`src/rtl/apb_stream_uart_mc.sv`:
```
// rtl/apb_stream_uart_mc.sv - multi-channel 8N1 UART with APB registers and stream TX/RX ports
module apb_stream_uart_mc #(
  parameter int NCH        = 2,
  parameter int FIFO_DEPTH = 16,
  parameter int DIV_W      = 16
) (
  input  logic             PCLK,
  input  logic             PRESETn,
  input  logic             PSEL,
  input  logic             PENABLE,
  input  logic             PWRITE,
  input  logic [7:0]       PADDR,
  input  logic [31:0]      PWDATA,
  input  logic [3:0]       PSTRB,
  output logic [31:0]      PRDATA,
  output logic             PREADY,
  output logic             PSLVERR,
  input  logic [NCH-1:0]   tx_tvalid,
  output logic [NCH-1:0]   tx_tready,
  input  logic [8*NCH-1:0] tx_tdata,
  output logic [NCH-1:0]   rx_tvalid,
  output logic [8*NCH-1:0] rx_tdata,
  output logic [NCH-1:0]   UART_TX,
  output logic [NCH-1:0]   UART_DE,
  output logic [NCH-1:0]   UART_RTS,
  output logic [NCH-1:0]   UART_DTR,
  input  logic [NCH-1:0]   UART_RX,
  output logic             irq
);
  localparam int AW = $clog2(FIFO_DEPTH);
  localparam int LW = AW + 1;

  typedef enum logic [1:0] {S_IDLE, S_START, S_DATA, S_STOP} state_e;

  logic [3:0]     ch_idx;
  logic [3:0]     off;
  logic           bad_ch;
  logic           acc_wr;
  logic [31:0]    wmask;
  logic [31:0]    rd_data [NCH];
  logic [NCH-1:0] irq_src;
  logic           unused_bits;

  assign ch_idx      = PADDR[7:4];
  assign off         = PADDR[3:0];
  assign bad_ch      = ch_idx >= 4'(NCH);
  assign acc_wr      = PSEL & PENABLE & PWRITE & ~bad_ch;
  assign wmask       = {{8{PSTRB[3]}}, {8{PSTRB[2]}}, {8{PSTRB[1]}}, {8{PSTRB[0]}}};
  assign PREADY      = 1'b1;
  assign PSLVERR     = PRESETn & PSEL & PENABLE & bad_ch;
  assign irq         = |irq_src;
  assign unused_bits = ^{PWDATA, wmask};

  // Read mux: only an existing, addressed channel drives PRDATA
  always_comb begin
    PRDATA = '0;
    for (int i = 0; i < NCH; i++) begin
      if (PRESETn && PSEL && !PWRITE && ch_idx == 4'(i)) PRDATA = rd_data[i];
    end
  end

  for (genvar c = 0; c < NCH; c++) begin : g_ch
    logic [3:0]       ctrl_q, ctrl_d;
    logic [DIV_W-1:0] div_q, div_d, eff_div;
    logic             fe_q, fe_d, fe_set, wr_sel, push, pop;
    logic [7:0]       mem_q [FIFO_DEPTH];
    logic [AW-1:0]    wp_q, wp_d, rp_q, rp_d;
    logic [LW-1:0]    lvl_q, lvl_d;
    state_e           ts_q, ts_d, rs_q, rs_d;
    logic [DIV_W-1:0] tdiv_q, tdiv_d, tcnt_q, tcnt_d;
    logic [DIV_W-1:0] rdiv_q, rdiv_d, rcnt_q, rcnt_d, rhalf;
    logic [2:0]       tbit_q, tbit_d, rbit_q, rbit_d;
    logic [7:0]       tsh_q, tsh_d, rsh_q, rsh_d, rxd_q, rxd_d;
    logic             txo_q, txo_d, de_q, de_d, rxv_q, rxv_d;
    logic [2:0]       sync_q;

    assign wr_sel       = acc_wr && ch_idx == 4'(c);
    assign eff_div      = (div_q < DIV_W'(3)) ? DIV_W'(3) : div_q;
    assign rhalf        = (rdiv_q >> 1) + DIV_W'(rdiv_q[0]);
    assign tx_tready[c] = ctrl_q[0] && lvl_q != LW'(FIFO_DEPTH);
    assign push         = tx_tvalid[c] & tx_tready[c];
    assign UART_TX[c]   = txo_q;
    assign UART_DE[c]   = de_q;
    assign UART_RTS[c]  = ctrl_q[1];
    assign UART_DTR[c]  = ctrl_q[2];
    assign rx_tvalid[c] = rxv_q;
    assign rx_tdata[8*c +: 8] = rxd_q;
    assign irq_src[c]   = fe_q & ctrl_q[3];
    assign rd_data[c]   = (off == 4'h0) ? {28'd0, ctrl_q} :
                          (off == 4'h4) ? 32'(div_q) :
                          (off == 4'h8) ? ((32'(lvl_q) << 8) | {30'd0, fe_q, ts_q != S_IDLE}) : '0;

    // Register writes with byte-lane masking; FIFO level/pointers; FE set beats W1C clear
    always_comb begin
      ctrl_d = ctrl_q;
      div_d  = div_q;
      fe_d   = fe_q;
      if (wr_sel && off == 4'h0 && PSTRB[0]) ctrl_d = PWDATA[3:0];
      if (wr_sel && off == 4'h4)
        div_d = (div_q & ~wmask[DIV_W-1:0]) | (PWDATA[DIV_W-1:0] & wmask[DIV_W-1:0]);
      if (wr_sel && off == 4'h8 && PSTRB[0] && PWDATA[1]) fe_d = 1'b0;
      if (fe_set) fe_d = 1'b1;
      lvl_d = ~ctrl_d[0] ? '0 : lvl_q + LW'(push) - LW'(pop);
      wp_d  = ~ctrl_d[0] ? '0 : wp_q + AW'(push);
      rp_d  = ~ctrl_d[0] ? '0 : rp_q + AW'(pop);
    end

    // TX FSM next state: a frame start pops the FIFO and latches the divisor
    always_comb begin
      ts_d   = ts_q;
      tcnt_d = tcnt_q;
      tbit_d = tbit_q;
      tsh_d  = tsh_q;
      tdiv_d = tdiv_q;
      pop    = 1'b0;
      case (ts_q)
        S_IDLE:  pop = (lvl_q != '0);
        S_START: if (tcnt_q == tdiv_q) begin
                   ts_d = S_DATA; tbit_d = '0; tcnt_d = '0;
                 end else tcnt_d = tcnt_q + DIV_W'(1);
        S_DATA:  if (tcnt_q == tdiv_q) begin
                   tcnt_d = '0; tsh_d = tsh_q >> 1; tbit_d = tbit_q + 3'd1;
                   if (tbit_q == 3'd7) ts_d = S_STOP;
                 end else tcnt_d = tcnt_q + DIV_W'(1);
        default: if (tcnt_q == tdiv_q) begin
                   ts_d = S_IDLE; pop = (lvl_q != '0);
                 end else tcnt_d = tcnt_q + DIV_W'(1);
      endcase
      if (pop) begin
        ts_d = S_START; tcnt_d = '0; tsh_d = mem_q[rp_q]; tdiv_d = eff_div;
      end
      txo_d = (ts_q == S_START) ? 1'b0 : (ts_q == S_DATA) ? tsh_q[0] : 1'b1;
      de_d  = (ts_q != S_IDLE);
    end

    // RX FSM next state: start on a synchronised falling edge, sample mid-bit
    always_comb begin
      rs_d   = rs_q;
      rcnt_d = rcnt_q;
      rbit_d = rbit_q;
      rsh_d  = rsh_q;
      rdiv_d = rdiv_q;
      rxd_d  = rxd_q;
      rxv_d  = 1'b0;
      fe_set = 1'b0;
      if (rs_q != S_IDLE) rcnt_d = (rcnt_q == rdiv_q) ? '0 : rcnt_q + DIV_W'(1);
      case (rs_q)
        S_IDLE:  if (ctrl_q[0] && sync_q[2] && !sync_q[1]) begin
                   rs_d = S_START; rcnt_d = '0; rdiv_d = eff_div;
                 end
        S_START: if (rcnt_q == rhalf && sync_q[1]) rs_d = S_IDLE;
                 else if (rcnt_q == rdiv_q) begin
                   rs_d = S_DATA; rbit_d = '0;
                 end
        S_DATA:  begin
                   if (rcnt_q == rhalf) rsh_d = {sync_q[1], rsh_q[7:1]};
                   if (rcnt_q == rdiv_q) begin
                     rbit_d = rbit_q + 3'd1;
                     if (rbit_q == 3'd7) rs_d = S_STOP;
                   end
                 end
        default: if (rcnt_q == rhalf) begin
                   rs_d = S_IDLE;
                   if (sync_q[1]) begin
                     rxv_d = 1'b1; rxd_d = rsh_q;
                   end else fe_set = 1'b1;
                 end
      endcase
    end

    // FIFO storage; contents are qualified by the level so no reset is needed
    always_ff @(posedge PCLK) begin
      if (push) mem_q[wp_q] <= tx_tdata[8*c +: 8];
    end

    // Channel state registers; reset aborts any frame and idles the line high
    always_ff @(posedge PCLK or negedge PRESETn) begin
      if (!PRESETn) begin
        ctrl_q <= '0;     div_q  <= DIV_W'('h363); fe_q  <= 1'b0;
        wp_q   <= '0;     rp_q   <= '0;            lvl_q <= '0;
        ts_q   <= S_IDLE; tcnt_q <= '0;  tbit_q <= '0; tsh_q <= '0; tdiv_q <= '0;
        txo_q  <= 1'b1;   de_q   <= 1'b0;
        rs_q   <= S_IDLE; rcnt_q <= '0;  rbit_q <= '0; rsh_q <= '0; rdiv_q <= '0;
        rxd_q  <= '0;     rxv_q  <= 1'b0; sync_q <= 3'b111;
      end else begin
        ctrl_q <= ctrl_d; div_q  <= div_d;  fe_q  <= fe_d;
        wp_q   <= wp_d;   rp_q   <= rp_d;   lvl_q <= lvl_d;
        ts_q   <= ts_d;   tcnt_q <= tcnt_d; tbit_q <= tbit_d; tsh_q <= tsh_d; tdiv_q <= tdiv_d;
        txo_q  <= txo_d;  de_q   <= de_d;
        rs_q   <= rs_d;   rcnt_q <= rcnt_d; rbit_q <= rbit_d; rsh_q <= rsh_d; rdiv_q <= rdiv_d;
        rxd_q  <= rxd_d;  rxv_q  <= rxv_d;  sync_q <= {sync_q[1:0], UART_RX[c]};
      end
    end
  end
endmodule

```
`config.mk`:
```
export PLATFORM = sky130hd
export DESIGN_NAME = apb_stream_uart_mc
export DESIGN_NICKNAME = d
export VERILOG_FILES = /design/src/rtl/apb_stream_uart_mc.sv
export SDC_FILE = /design/constraint.sdc
export NUM_CORES = 1
export LEC_CHECK = 0
export CORE_UTILIZATION = 30
export CTS_CLUSTER_SIZE = 20
export DETAILED_ROUTE_END_ITERATION = 16
export GPL_TIMING_DRIVEN = 0
export REMOVE_ABC_BUFFERS = 1
export SLEW_MARGIN = 20
export SYNTH_ARGS = -nofsm -noshare
export SYNTH_HDL_FRONTEND = slang
export SYNTH_SLANG_ARGS = --single-unit
export TNS_END_PERCENT = 10
```
`constraint.sdc`:
```
create_clock -name PCLK -period 4.14 [get_ports PCLK]
set_clock_uncertainty 0.05 [all_clocks]
set_input_delay 0.828 -clock PCLK [delete_from_list [all_inputs] [get_ports PCLK]]
set_output_delay 0.828 -clock PCLK [all_outputs]
set_load 0.03 [all_outputs]
```
After elaboration in Yosys (flattened, before gate mapping)
Memory sizes are Yosys's and may differ from the RTL's.
Index checks and enable logic that the tools add are counted.
{"block": "totals", "ram_bits": 256, "inputBits": 69, "n_memories": 2, "latch_bits": 0, "reg_bits": 276, "word_cells": 317, "romBits": 0, "out_inout_bits": 63}
{"name": "g_ch[0].mem_q", "words": 16, "width": 8, "read_ports": 1, "rd_clocked_by_memory_dff": 0, "write_ports": 1, "line_no": "66", "text": "logic [7:0] mem_q [FIFO_DEPTH];"}
{"name": "g_ch[1].mem_q", "words": 16, "width": 8, "read_ports": 1, "rd_clocked_by_memory_dff": 0, "write_ports": 1, "line_no": "66"}
{"block": "op_classes", "bitwise": 21, "multipliers": 0, "add_sub_neg": 18, "magnitude_cmp": 3, "n_eq_ne": 45, "reduce_logical": 76, "muxes": 108, "shift": 0, "div_mod_pow": 0}
{"cell": "$mux W16", "n": 20}
{"cell": "$eq A16 B16 Y1", "n": 6}
{"cell": "$add A16 B1 Y16 const B", "n": 4}
{"cell": "$mux W32", "n": 2}
{"cell": "$pmux W16 S2", "n": 2}
{"cell": "$and A16 B16 Y16", "n": 3}
{"cell": "$mux W8", "n": 6}
{"cell": "$mux W2", "n": 22}
{"cell": "$add A15 B1 Y16", "n": 2}
{"cell": "$lt A16 B2 Y1 const B", "n": 2}
{"cell": "$ne A2 B2 Y1 const B", "n": 16}
{"cell": "$or A16 B16 Y16", "n": 2}
{"cell": "$mux W3", "n": 10}
{"cell": "$mux W1", "n": 28}
{"cell": "$reduce_bool A2 Y1", "n": 14}
{"cell": "$logic_and A1 B1 Y1", "n": 26}
{"cell": "$mux W13", "n": 2}
{"cell": "$or A13 B2 Y13", "n": 2}
{"cell": "$pmux W2 S3", "n": 4}
{"cell": "$pmux W3 S2", "n": 4}
{"cell": "$ne A3 B3 Y1 const B", "n": 6}
{"cell": "$reduce_and A3 Y1", "n": 6}
{"cell": "$add A4 B1 Y4", "n": 4}
{"cell": "$mux W4", "n": 4}
{"cell": "other kinds (26)", "n": 74}

Depth between registers and ports, before layout
{"block": "logic_depth", "depth_word": 9, "ltp_mapped": 19, "mapped_depth_nobuf": 17}

Worst setup path after synthesis
Ideal clock, no wire load.
{"block": "synth_timing", "path_type": "input-to-output", "from": "input PADDR[1]", "to": "output PRDATA[10]", "stages": 5, "arrival_time_ns": 2.493, "path_slack_ns": 0.769, "cell_sequence": "nor4b_1 -> clkbuf_1 -> clkbuf_1 -> a22oi_1 -> o22ai_1"}
{"block": "synth_between", "elab_chain_len": 6}
{"item": "start, declared", "line_no": "12", "text": "input logic [7:0] PADDR,"}
{"item": "$eq A4 B4 Y1", "line_no": "91", "text": "(off == 4'h8) ? ((32'(lvl_q) << 8) | {30'd0, fe_q, ts_q != S_IDLE}) : '0;"}
{"item": "$mux W13", "line_no": "91"}
{"item": "$mux W16", "line_no": "90", "text": "(off == 4'h4) ? 32'(div_q) :"}
{"item": "$mux W16", "line_no": "89", "text": "assign rd_data[c] = (off == 4'h0) ? {28'd0, ctrl_q} :"}
{"item": "$mux W32", "line_no": "58", "text": "if (PRESETn && PSEL && !PWRITE && ch_idx == 4'(i)) PRDATA = rd_data[i];"}
{"item": "$mux W32 *", "line_no": "58"}
{"item": "end, declared", "line_no": "15", "text": "output logic [31:0] PRDATA,"}
Every way passes the cells marked *; elsewhere a longest branch is shown, timed or not.

Worst setup path in the final report
{"block": "layout_timing", "from": "input PADDR[6]", "to": "output PRDATA[8]"}
{"block": "layout_between", "elab_chain_len": 4}
{"item": "$logic_not A4 Y1", "line_no": "58"}
{"item": "$logic_and A1 B1 Y1", "line_no": "58"}
{"item": "$mux W32", "line_no": "58"}
{"item": "$mux W32 *", "line_no": "58"}
Marked as above.

==> results.cfg <==
[synthesis]
yosys_warnings = 0
avgSynthCellArea_sq_um = 13.38
yosys-top-cells-area = edfxtp_1, dfrtp_1, mux4_2
synth_area_sq_um = 24650
async_flop_share = 0.5188
yosys.area.top_type_share = 0.3119
syn_inst = 1842
synth_commonest_cells = dfrtp_1, edfxtp_1, nor2_1
synth_edf_count = 256
synth_seq_cells = 532
synth-seq-area-share = 0.5931
yosysUniqueCellTypes = 75
dominantRegCellSynth = edfxtp_1
synth_largest_area_cell = edfxtp_1

[die]
std_cell_rows = 104
core_area_sq_um = 80940
die_x_um = 288.6
initial_core_util = 0.3045
chipHeight_um = 288.6
die_area_sq_um = 83310
io_pins = 132

[sta]
rsz0062_at_grt = true
slew_viol_final = 0
fmax_mhz = 244.9
relSlewSlack = 0.2642
layout_setup_ws_ps = 56.88
period_needed_ps = 4083
report.final.setup_viol = 0
worst_pin_slew_ps = 1101
whs_ps = 194.3
hold_violations = 0
final.period_utilization = 0.9863
tns_ps = 0

[grt]
grt_max_degree = 100
grt_usage = 0.1350
grt_first_pass_wirelength_um = 88180
antenna_found_initial = 1
grt_pass1_vias = 15150
overflow = 0

[clock_tree]
clk_pin_slew_worst_paths_ps = 60
cts_tree = yes
cts_buffers = 58
ctsHoldBuffers = 0
root_buffer = clkbuf_16
cts_htree_levels = 2
clock_latency_ps = 620
clock_sink_count = 532
cts_buffer_depth = 3

[setup_path]
worstSetupEndpointType = output port
critPathRequiredTime_ps = 3260
start_kind = primary input
path_class = in -> out
crit_arrival_ps = 3210
cp_max_fo = 7

[flow_run]
cap_violations = 0

[cells_and_area]
nNetsFinal = 2034
multi_input_area_sq_um = 9455
drive_above_1_share = 0.1909
final_cells = 3025
register_area_sq_um = 14630
final_util = 0.3571
nFillCells = 7714
area_growth_pct = 17.27
design_area_sq_um = 28900

[detailed_routing]
vias = 14850
first_pass_iters = 5
antenna_left = 0
wl_per_cell_um = 18.41
drtIter0Drc = 1100
finalWirelength_um = 55690
drcViolationCount = 0
viasPerCell = 4.908

[min_path]
worstHoldPathType = in -> async

[placed_design]
place_ws_ps = -457.3
numPortBuffers = 96
dp_cells = 2914
routabilityCongestion = 0.8469
post_dp_cell_area_sq_um = 26780
dp_hpwl_um = 38390

[power_and_ir_drop]
total_power_mw = 12.75
p_leak_nw = 11.37
power_density_nw_per_um2 = 441.2
ir_worst_vdd_mv = 0.3038

[outcome]
outcome = finished clean
-- final cells by class --
cell class	count	area share
clock buffers	71	0.05329
diodes	1	0.00008658
inverters	53	0.006883
multi-input cells	1158	0.3271
flip-flops and latches	532	0.5061
repair buffers	112	0.04134
well taps	1060	0.04589
clock inverters	38	0.01926
-- worst max-delay path, stage by stage --
cell and delay, ps:
clkdlybuf4s50_1 390, nor3_1 290, and4b_1 350, nand2_1 320, o22ai_1 490, dlygate4sd2_1 520
-- cells by family (layout without fill, tap and decap cells) --
family / count (synthesis) / in the layout / synth area share
simple gates: 480 / 480 / 0.1004
mux: 238 / 238 / 0.1442
flops: 532 / 532 / 0.5931
other cells: 2 / 18 / 0.0003047
fa+ha+maj: 50 / 50 / 0.02599
buf+inv: 167 / 274 / 0.03015
xor+xnor: 127 / 127 / 0.04543
compound gates: 246 / 246 / 0.06041
-- cell usage in the layout (no fill, tap or decap), drive strengths merged, types with 13 or more instances in the layout --
master           n
edfxtp         256
dfrtp          256
nor2           133
mux2           127
o21ai          122
nand2          108
clkdlybuf4s50   86
mux4            81
xnor2           79
clkbuf          71
inv             55
ha              48
xor2            48
and3            41
a21oi           41
nand3           30
mux2i           30
nand2b          26
nand4           26
nor3            24
dfstp           20
clkinv          19
nor2b           17
conb            17
buf             17
nor4            16
a22oi           14
and2            14
bufinv          13
-- final timing paths --
kind,end,cells after the start,slack [ps],from
worst max register to register,g_ch[0].lvl_q[4],16,440,g_ch[0].tcnt_q[9]
max in group asynchronous,g_ch[1].rp_q[0],2,2840,PRESETn
min in group PCLK,g_ch[0].sync_q[1],0,300,g_ch[0].sync_q[0]
worst min-delay path,async pin,1,190,PRESETn
worst max-delay path,PRDATA[8],6,60,PADDR[6]
worst min register to register,g_ch[0].sync_q[1],0,300,g_ch[0].sync_q[0]
-- sequential cells by signal (all words and copies together) (netlist names), 6 cells and up, named ones only --
signal and flops:
g_ch.ctrl_q 8, g_ch.tsh_q 16, g_ch.rsh_q 16, g_ch.rdiv_q 32, g_ch.rp_q 8, g_ch.tdiv_q 32
g_ch.mem_q 256, g_ch.tcnt_q 32, g_ch.wp_q 8, g_ch.rbit_q 6, g_ch.rcnt_q 32, g_ch.sync_q 6
g_ch.lvl_q 10, g_ch.rxd_q 16, g_ch.tbit_q 6
-- per-layer routing --
| layer | vias up | part of all wire | GRT usage | wire length [um] |
|---|---|---|---|---|
| met5 | - | 0 | 0 | 0 |
| met4 | 0 | 0.019 | 0.03566 | 1071 |
| met3 | 85 | 0.063 | 0.03081 | 3483 |
| met2 | 362 | 0.46 | 0.2135 | 25500 |
| met1 | 7509 | 0.46 | 0.1860 | 25640 |
| li1 | 6891 | - | - | - |
-- repair_timing --
item / CTS / global route
endpoints found under the setup margin: 9 / 8
gates resized for setup: 10 / 5
pin swaps: 0 / 1
buffers inserted: 0 / 1
-- where the power goes --
| part | internal (mW) | leakage (nW) | switching [mW] | total [mW] |
|---|---|---|---|---|
| registers | 5.72 | 6.04 | 0.154 | 5.87 |
| logic | 0.506 | 4.32 | 0.736 | 1.24 |
| clock network | 3.46 | 1.02 | 2.18 | 5.64 |
| total | 9.68 | 11.4 | 3.07 | 12.8 |
(Power assumes the default switching activity.)
